--- src/rtl/ula_seq_ctrl_if.sv ---
// Command/response handshake bundle for the ULA sequencing controller.
// master = command source and response consumer, slave = controller.
interface ula_seq_ctrl_if;
    logic       cmd_valid;
    logic       cmd_ready;
    logic [3:0] cmd_op;
    logic [3:0] cmd_a;
    logic [3:0] cmd_b;
    logic       rsp_valid;
    logic       rsp_ready;
    logic [7:0] rsp_data;
    logic [3:0] rsp_flags;
    logic       rsp_err;

    modport master (
        output cmd_valid,
        output cmd_op,
        output cmd_a,
        output cmd_b,
        input  cmd_ready,
        input  rsp_valid,
        input  rsp_data,
        input  rsp_flags,
        input  rsp_err,
        output rsp_ready
    );

    modport slave (
        input  cmd_valid,
        input  cmd_op,
        input  cmd_a,
        input  cmd_b,
        output cmd_ready,
        output rsp_valid,
        output rsp_data,
        output rsp_flags,
        output rsp_err,
        input  rsp_ready
    );
endinterface

--- src/rtl/ula_seq_ctrl.sv ---
// Sequencing controller for the 4-bit ULA: one command at a time, registered result.
// Optional shift-add 4x4 multiply on the ULA adder, enabled by ULA_SEQ_MUL_EN.
module ula_seq_ctrl (
    input  logic               clk,
    input  logic               rst_n,
    ula_seq_ctrl_if.slave      bus,
    output logic [3:0]         alu_a_out,
    output logic [3:0]         alu_b_out,
    output logic [2:0]         alu_op_out,
    input  logic [3:0]         alu_res_in,
    input  logic               alu_c_in,
    input  logic               alu_v_in,
    input  logic               alu_z_in,
    input  logic               alu_n_in
);

    localparam logic [1:0] S_IDLE = 2'd0;
    localparam logic [1:0] S_EXEC = 2'd1;
    localparam logic [1:0] S_MUL  = 2'd2;
    localparam logic [1:0] S_DONE = 2'd3;

    localparam logic [2:0] OP_ADD = 3'b100;

    logic [1:0] state_q;
    logic [1:0] state_d;

    logic [2:0] op_q;
    logic [3:0] a_q;
    logic [3:0] b_q;

    logic [7:0] rsp_data_q;
    logic [3:0] rsp_flags_q;
    logic       rsp_err_q;

    logic       cmd_fire;
    logic       op_is_ula;
    logic       op_is_mul;
    logic       mul_last;

    assign cmd_fire  = (state_q == S_IDLE) && bus.cmd_valid;
    assign op_is_ula = ~bus.cmd_op[3];

`ifdef ULA_SEQ_MUL_EN
    // Product register; bit 8 of the nominal 9-bit product is always zero
    // after a right shift, so only the low 8 bits are kept.
    logic [7:0] p_q;
    logic [1:0] cnt_q;
    logic [7:0] prod_next;

    assign op_is_mul = (bus.cmd_op == 4'b1000);
    assign prod_next = {alu_c_in, alu_res_in, p_q[3:1]};
    assign mul_last  = (state_q == S_MUL) && (cnt_q == 2'd3);
`else
    assign op_is_mul = 1'b0;
    assign mul_last  = 1'b0;
`endif

    // Next-state decode for the command/response sequence
    always_comb begin
        state_d = state_q;
        case (state_q)
            S_IDLE: begin
                if (bus.cmd_valid) begin
                    if (op_is_ula) begin
                        state_d = S_EXEC;
                    end else if (op_is_mul) begin
                        state_d = S_MUL;
                    end else begin
                        state_d = S_DONE;
                    end
                end
            end
            S_EXEC: state_d = S_DONE;
            S_MUL: begin
                if (mul_last) begin
                    state_d = S_DONE;
                end
            end
            S_DONE: begin
                if (bus.rsp_ready) begin
                    state_d = S_IDLE;
                end
            end
            default: state_d = S_IDLE;
        endcase
    end

    // State register
    always_ff @(posedge clk or negedge rst_n) begin
        if (!rst_n) begin
            state_q <= S_IDLE;
        end else begin
            state_q <= state_d;
        end
    end

    // Capture the command operands when it is accepted
    always_ff @(posedge clk or negedge rst_n) begin
        if (!rst_n) begin
            op_q <= 3'b000;
            a_q  <= 4'h0;
            b_q  <= 4'h0;
        end else if (cmd_fire) begin
            op_q <= bus.cmd_op[2:0];
            a_q  <= bus.cmd_a;
            b_q  <= bus.cmd_b;
        end
    end

`ifdef ULA_SEQ_MUL_EN
    // Shift-add product and iteration count, one ULA add per cycle
    always_ff @(posedge clk or negedge rst_n) begin
        if (!rst_n) begin
            p_q   <= 8'h00;
            cnt_q <= 2'd0;
        end else if (cmd_fire && op_is_mul) begin
            p_q   <= {4'h0, bus.cmd_b};
            cnt_q <= 2'd0;
        end else if (state_q == S_MUL) begin
            p_q   <= prod_next;
            cnt_q <= cnt_q + 2'd1;
        end
    end
`endif

    // Response registers, loaded on the cycle that completes a command
    always_ff @(posedge clk or negedge rst_n) begin
        if (!rst_n) begin
            rsp_data_q  <= 8'h00;
            rsp_flags_q <= 4'h0;
            rsp_err_q   <= 1'b0;
        end else if (cmd_fire && !op_is_ula && !op_is_mul) begin
            rsp_data_q  <= 8'h00;
            rsp_flags_q <= 4'h0;
            rsp_err_q   <= 1'b1;
        end else if (state_q == S_EXEC) begin
            rsp_data_q  <= {4'h0, alu_res_in};
            rsp_flags_q <= {alu_c_in, alu_v_in, alu_z_in, alu_n_in};
            rsp_err_q   <= 1'b0;
`ifdef ULA_SEQ_MUL_EN
        end else if (mul_last) begin
            rsp_data_q  <= prod_next;
            rsp_flags_q <= {2'b00, prod_next == 8'h00, prod_next[7]};
            rsp_err_q   <= 1'b0;
`endif
        end
    end

    // ULA operand drive: registered operands in EXEC, adder step in MUL
    always_comb begin
        alu_a_out  = 4'h0;
        alu_b_out  = 4'h0;
        alu_op_out = 3'b000;
        case (state_q)
            S_EXEC: begin
                alu_a_out  = a_q;
                alu_b_out  = b_q;
                alu_op_out = op_q;
            end
`ifdef ULA_SEQ_MUL_EN
            S_MUL: begin
                alu_a_out  = p_q[7:4];
                alu_b_out  = p_q[0] ? a_q : 4'h0;
                alu_op_out = OP_ADD;
            end
`endif
            default: begin
                alu_a_out  = 4'h0;
                alu_b_out  = 4'h0;
                alu_op_out = 3'b000;
            end
        endcase
    end

    assign bus.cmd_ready = (state_q == S_IDLE);
    assign bus.rsp_valid = (state_q == S_DONE);
    assign bus.rsp_data  = rsp_data_q;
    assign bus.rsp_flags = rsp_flags_q;
    assign bus.rsp_err   = rsp_err_q;

endmodule
--- src/flat_wrapper.sv ---
// flat-port wrapper written by rule: the top's interface ports become plain ports
module ula_seq_ctrl_flat 
  (clk, rst_n, alu_a_out, alu_b_out, alu_op_out, alu_res_in, alu_c_in, alu_v_in, alu_z_in, alu_n_in, bus_cmd_valid, bus_cmd_op, bus_cmd_a, bus_cmd_b, bus_cmd_ready, bus_rsp_valid, bus_rsp_data, bus_rsp_flags, bus_rsp_err, bus_rsp_ready);
  ula_seq_ctrl_if bus_i ();
  input  logic clk;
  input  logic rst_n;
  output logic [3:0] alu_a_out;
  output logic [3:0] alu_b_out;
  output logic [2:0] alu_op_out;
  input  logic [3:0] alu_res_in;
  input  logic alu_c_in;
  input  logic alu_v_in;
  input  logic alu_z_in;
  input  logic alu_n_in;
  input wire logic [$bits(bus_i.cmd_valid)-1:0] bus_cmd_valid;
  input wire logic [$bits(bus_i.cmd_op)-1:0] bus_cmd_op;
  input wire logic [$bits(bus_i.cmd_a)-1:0] bus_cmd_a;
  input wire logic [$bits(bus_i.cmd_b)-1:0] bus_cmd_b;
  output wire logic [$bits(bus_i.cmd_ready)-1:0] bus_cmd_ready;
  output wire logic [$bits(bus_i.rsp_valid)-1:0] bus_rsp_valid;
  output wire logic [$bits(bus_i.rsp_data)-1:0] bus_rsp_data;
  output wire logic [$bits(bus_i.rsp_flags)-1:0] bus_rsp_flags;
  output wire logic [$bits(bus_i.rsp_err)-1:0] bus_rsp_err;
  input wire logic [$bits(bus_i.rsp_ready)-1:0] bus_rsp_ready;
  assign bus_i.cmd_valid = bus_cmd_valid;
  assign bus_i.cmd_op = bus_cmd_op;
  assign bus_i.cmd_a = bus_cmd_a;
  assign bus_i.cmd_b = bus_cmd_b;
  assign bus_cmd_ready = bus_i.cmd_ready;
  assign bus_rsp_valid = bus_i.rsp_valid;
  assign bus_rsp_data = bus_i.rsp_data;
  assign bus_rsp_flags = bus_i.rsp_flags;
  assign bus_rsp_err = bus_i.rsp_err;
  assign bus_i.rsp_ready = bus_rsp_ready;
  ula_seq_ctrl u_core (.clk(clk), .rst_n(rst_n), .bus(bus_i), .alu_a_out(alu_a_out), .alu_b_out(alu_b_out), .alu_op_out(alu_op_out), .alu_res_in(alu_res_in), .alu_c_in(alu_c_in), .alu_v_in(alu_v_in), .alu_z_in(alu_z_in), .alu_n_in(alu_n_in));
endmodule
--- config.mk ---
export PLATFORM = sky130hd
export DESIGN_NAME = ula_seq_ctrl_flat
export DESIGN_NICKNAME = d
export VERILOG_FILES = /design/src/rtl/ula_seq_ctrl_if.sv /design/src/rtl/ula_seq_ctrl.sv /design/src/flat_wrapper.sv
export SDC_FILE = /design/constraint.sdc
export NUM_CORES = 1
export LEC_CHECK = 0
export ABC_CLOCK_PERIOD_IN_PS = 1390
export BUFFER_PORTS_ARGS = -buffer_cell sky130_fd_sc_hd__buf_2
export CORE_MARGIN = 8
export CORE_UTILIZATION = 43
export CTS_BUF_LIST = sky130_fd_sc_hd__clkbuf_4 sky130_fd_sc_hd__clkbuf_8
export CTS_CLUSTER_SIZE = 40
export DETAILED_ROUTE_END_ITERATION = 8
export PLACE_DENSITY = 0.75
export SLEW_MARGIN = 20
export SYNTH_ARGS = -nofsm -noshare
export SYNTH_HDL_FRONTEND = slang
export SYNTH_SLANG_ARGS = --single-unit
export TNS_END_PERCENT = 30
--- constraint.sdc ---
create_clock -name clk -period 1.39 [get_ports clk]
set_input_delay 0.278 -clock clk [delete_from_list [all_inputs] [get_ports clk]]
set_output_delay 0.278 -clock clk [all_outputs]
set_load 0.1 [all_outputs]
# == Word-level counts from Yosys, hierarchy flattened ==
# Index checks and enable logic that the tools add are counted.
# word_totals
regBits,26
in_bits,24
output_inout_bits,26
elab_cells,31
# op_classes
n_eq_ne,5
muxes,13
n_bitwise,1
n_reduce_logical,5
# ops
cell,n
2-to-1 mux 4 bit,4
2-to-1 mux 8 bit,2
2-to-1 mux 2 bit,3
case mux 2 bit (3 select lines),1
"== test 2 bit, second input constant",2
2-to-1 mux 3 bit,1
AND reduction 3 bit,1
"== test 2 x 1 -> 1 bit, second input constant",1
logical AND 1 bit,2
zero test 2 bit,1
2-to-1 mux 1 bit,2
"!= test 2 x 1 -> 1 bit, second input constant",1
"!= test 2 bit, second input constant",1
nonzero test 2 bit,1
inverter 1 bit,1

# == Depth between registers and ports, before layout ==
# depth
ltp_word,4
mapped_depth,3
depth_no_buf,2

# == Worst setup path after synthesis ==
# Ideal clock, no wire load.
# synth_path
kind,register to output
from,register u_core.state_q[1]
to,output bus_cmd_ready
arrival_time_ns,1.882
required_time_ns,1.112
slack_ns,-0.770
stages_incl_launch_ff,3
cell_sequence,dfrtp_1 clkbuf_1 nor2_1
# synth_via
elab_chain_cells,1
# synth_rtl
element,line,text
start: declaration,ula_seq_ctrl.sv:24,logic [1:0] state_q;
start signal: assignment,ula_seq_ctrl.sv:93,state_q <= state_d;
zero test 2 bit,ula_seq_ctrl.sv:175,assign bus.cmd_ready = (state_q == S_IDLE);
end: declaration,flat_wrapper.sv:19,output wire logic [$bits(bus_i.cmd_ready)-1:0] bus_cmd_ready;
# Every way passes these cells.

# == Worst setup path in the final report ==
# layout_path
from,register u_core.state_q[1]
to,output alu_op_out[2]
# layout_via
elab_chain_cells,2
# layout_rtl
element,line,text
== test 2 x 1 -> 1 bit,ula_seq_ctrl.sv:154,case (state_q)
2-to-1 mux 3 bit,ula_seq_ctrl.sv:154,
end: declaration,flat_wrapper.sv:9,output logic [2:0] alu_op_out;
# Every way passes these cells.

==> impl_metrics.py <==
metrics = {
    "outcome": {
        "outcome": "finished with violations",
        "violations": "negative setup slack",
    },
    "logic_synthesis": {
        "synth_seq_cells": 22,
        "synth_cell_types": 19,
        "syn-cell-area_um2": 1070,
        "yosysTopAreaCell": "dfrtp_1",
        "syn_inst": 99,
        "synth.avg_cell_area_um2": 10.8,
        "yosys_warnings": 0,
        "synth_top_area_frac": 0.516,
        "synth_area_leaders": "dfrtp_1 (52%), mux2_2 (12%), and2_1 (7.0%), nand3b_1 (6.3%), o211ai_1 (5.6%)",
        "yosysSeqAreaShare": 0.516,
    },
    "finish": {
        "antenna_cells": 0,
        "final_nets": 175,
        "layout-drive-gt1-share": 0.564,
        "final_area_um2": 1670,
        "area_growth_pct": 56.7,
        "post-route-util": 0.694,
    },
    "critical_path": {
        "required_ns": 1.11,
        "crit_path_start_kind": "flip-flop",
        "r2r_cells": 4,
        "critPathMaxFanout": 6,
        "end_kind": "output pin",
        "crit_arrival_ns": 1.34,
        "crit_type": "flip-flop to output pin",
    },
    "cts": {
        "cts_root_buf": "clkbuf_4",
        "cts_buffers": 3,
        "clkTransAtPathRegs_ns": 0.11,
        "cts_sinks": 22,
        "htree_num_levels": 1,
        "tritoncts": "done",
        "clock_path_buffers": 2,
        "worstSkewPairLatency_ns": 0.31,
    },
    "job": {
        "max_cap_violations": 0,
    },
    "global_routing": {
        "grt_pass1_wl_um": 4370,
        "antenna_found_initial": 0,
        "grt_pass1_vias": 955,
        "grt_max_degree": 23,
        "overflow": 0,
        "gr-usage-all-layers": 0.132,
    },
    "die": {
        "fp-row-count": 18,
        "pin_count": 50,
        "fp.dieH_um": 65.8,
        "die_w_um": 65.8,
        "die_area_um2": 4330,
        "start_util": 0.443,
        "core_um2": 2410,
    },
    "timing": {
        "fin_crit_sh": 1.16,
        "finClkSkew_ns": 0.00641,
        "post-route-min-period_ns": 1.62,
        "max_freq_mhz": 618,
        "slew_violations": 0,
        "hold_viol_final": 0,
        "setup_violations": 24,
        "rsz0062_at_grt": "true",
        "postLayoutSetupSlackWorst_ns": -0.229,
    },
    "power": {
        "ir_drop_mv": 1.89,
        "power_leakage_nw": 0.818,
        "power.density_nw_per_um2": 2440,
    },
    "routing": {
        "dr_wl_met3_um": 275,
        "drt-total-wl_um": 2710,
        "vias": 864,
        "drc_errors": 0,
        "wirelength_met1_um": 1030,
        "post_drt_via_cell_ratio": 4.83,
        "ant_nets": 0,
        "firstDrtPassIters": 2,
        "drtIter0Drc": 16,
        "wl_met2_um": 1370,
        "wl_per_cell_um": 15.2,
        "top_layer_used": "met4",
    },
    "placement": {
        "routabilityCongestion": 0.723,
        "numPortBuffers": 45,
        "dpl_cell_area_um2": 1560,
        "place_hpwl_um": 2040,
    },
    "hold_path": {
        "hold_path.class": "input port to flip-flop",
        "holdPathStages": 2,
    },
}
[logic make-up (layout without fill, tap and decap cells)]
| kind of cell | count (synthesis) | in the layout | synth area share |
|---|---|---|---|
| other cells | 1 | 4 | 0.00351 |
| compound gates | 12 | 12 | 0.0832 |
| simple gates | 33 | 34 | 0.186 |
| flops | 22 | 22 | 0.516 |
| mux | 11 | 11 | 0.116 |
| buf+inv | 20 | 66 | 0.0950 |
[flip-flops by register name, indices dropped and copies added (netlist names)]
| name | flops |
|---|---|
| u_core.a_q | 4 |
| u_core.b_q | 4 |
| u_core.bus.rsp_data | 4 |
| u_core.bus.rsp_err | 1 |
| u_core.bus.rsp_flags | 4 |
| u_core.op_q | 3 |
| u_core.state_q | 2 |
[worst max-delay path: stages (launching register included)]
cell	delay (ns)
dfrtp_2	0.48
nor2b_4	0.18
and2_2	0.19
buf_12	0.17
[per-layer routing]
layer | GRT usage | vias to the layer above
li1 | - | 420
met1 | 0.133 | 404
met2 | 0.228 | 36
met3 | 0.0542 | 4
met4 | 0.0654 | 0
met5 | 0 | -
[repair_timing]
| item | in CTS | in global routing |
|---|---|---|
| hold buffers | 1 | 0 |
| gates cloned | 1 | 0 |
| buffers inserted | 2 | 2 |
| endpoints found under the setup margin | 20 | 24 |
| gates resized for setup | 16 | 2 |
| endpoints found under the hold margin | 22 | 0 |
| pin swaps | 4 | 3 |
[through the flow]
step | hold slack [ns] | total power [mW] | std cells | setup WS (ns) | TNS [ns]
after global placement | 0.258 | 3.55 | 171 | 0.0745 | 0
final | 0.137 | 4.09 | 179 | -0.229 | -3.38
after global routing | 0.118 | 4.28 | 179 | -0.290 | -4.74
after CTS | 0.129 | 4.06 | 177 | -0.252 | -2.99
after floorplan | -0.0176 | 2.96 | 102 | -0.216 | -0.999
after detailed placement | 0.259 | 3.63 | 171 | 0.0501 | 0
[power breakdown]
group / internal [mW] / switching, mW
logic: 0.921 / 1.73
registers: 0.935 / 0.218
clock network: 0.101 / 0.179
total: 1.96 / 2.13
[synthesized netlist by cell type]
| master | n |
|---|---|
| nor2_1 | 2 |
| dfrtp_1 | 22 |
| mux2_2 | 11 |
| nand3b_1 | 9 |
| conb_1 | 1 |
| a2bb2oi_1 | 1 |
| o211ai_1 | 8 |
| clkbuf_1 | 2 |
| nor3b_2 | 1 |
| a21oi_1 | 1 |
| and2_1 | 12 |
| o22ai_1 | 1 |
| nand2_1 | 8 |
| buf_6 | 1 |
| buf_2 | 3 |
| a21o_2 | 1 |
| nor2b_1 | 1 |
| buf_4 | 4 |
| inv_1 | 10 |
[cell type report]
| class | count | area (um2) |
|---|---|---|
| Clock buffer | 3 | 22.5 |
| Fill cell | 186 | 737 |
| Inverter | 10 | 37.5 |
| Multi-Input combinational cell | 61 | 485 |
| Sequential cell | 22 | 552 |
| Tap cell | 30 | 37.5 |
| Timing Repair Buffer | 53 | 538 |
[cells in the final DEF (no fill, tap or decap), types with 2 or more instances in the layout]
| cell type | netlist | routed |
|---|---|---|
| inv_1 | 10 | 10 |
| nor2b_4 | 0 | 2 |
| and2_2 | 0 | 5 |
| conb_1 | 1 | 4 |
| buf_2 | 3 | 23 |
| o211ai_1 | 8 | 8 |
| nand2_1 | 8 | 8 |
| buf_6 | 1 | 2 |
| buf_12 | 0 | 15 |
| clkbuf_4 | 0 | 3 |
| and2_4 | 0 | 7 |
| buf_4 | 4 | 12 |
| nand3b_1 | 9 | 9 |
| dfrtp_1 | 22 | 21 |
| mux2_2 | 11 | 11 |
[worst paths after layout]
check                                        from                 to  slack, ns
worst max-delay path            u_core.state_q[1]      alu_op_out[2]      -0.23
worst min-delay path                bus_rsp_ready  u_core.state_q[1]       0.14
worst max register to register  u_core.state_q[1]      u_core.b_q[1]      -0.08
worst min register to register      u_core.b_q[2]      u_core.b_q[2]       0.51
max in group asynchronous                   rst_n  u_core.state_q[1]       0.59
min in group asynchronous                   rst_n      u_core.b_q[0]       0.46
Note: power is estimated with default switching activity, not from simulation.
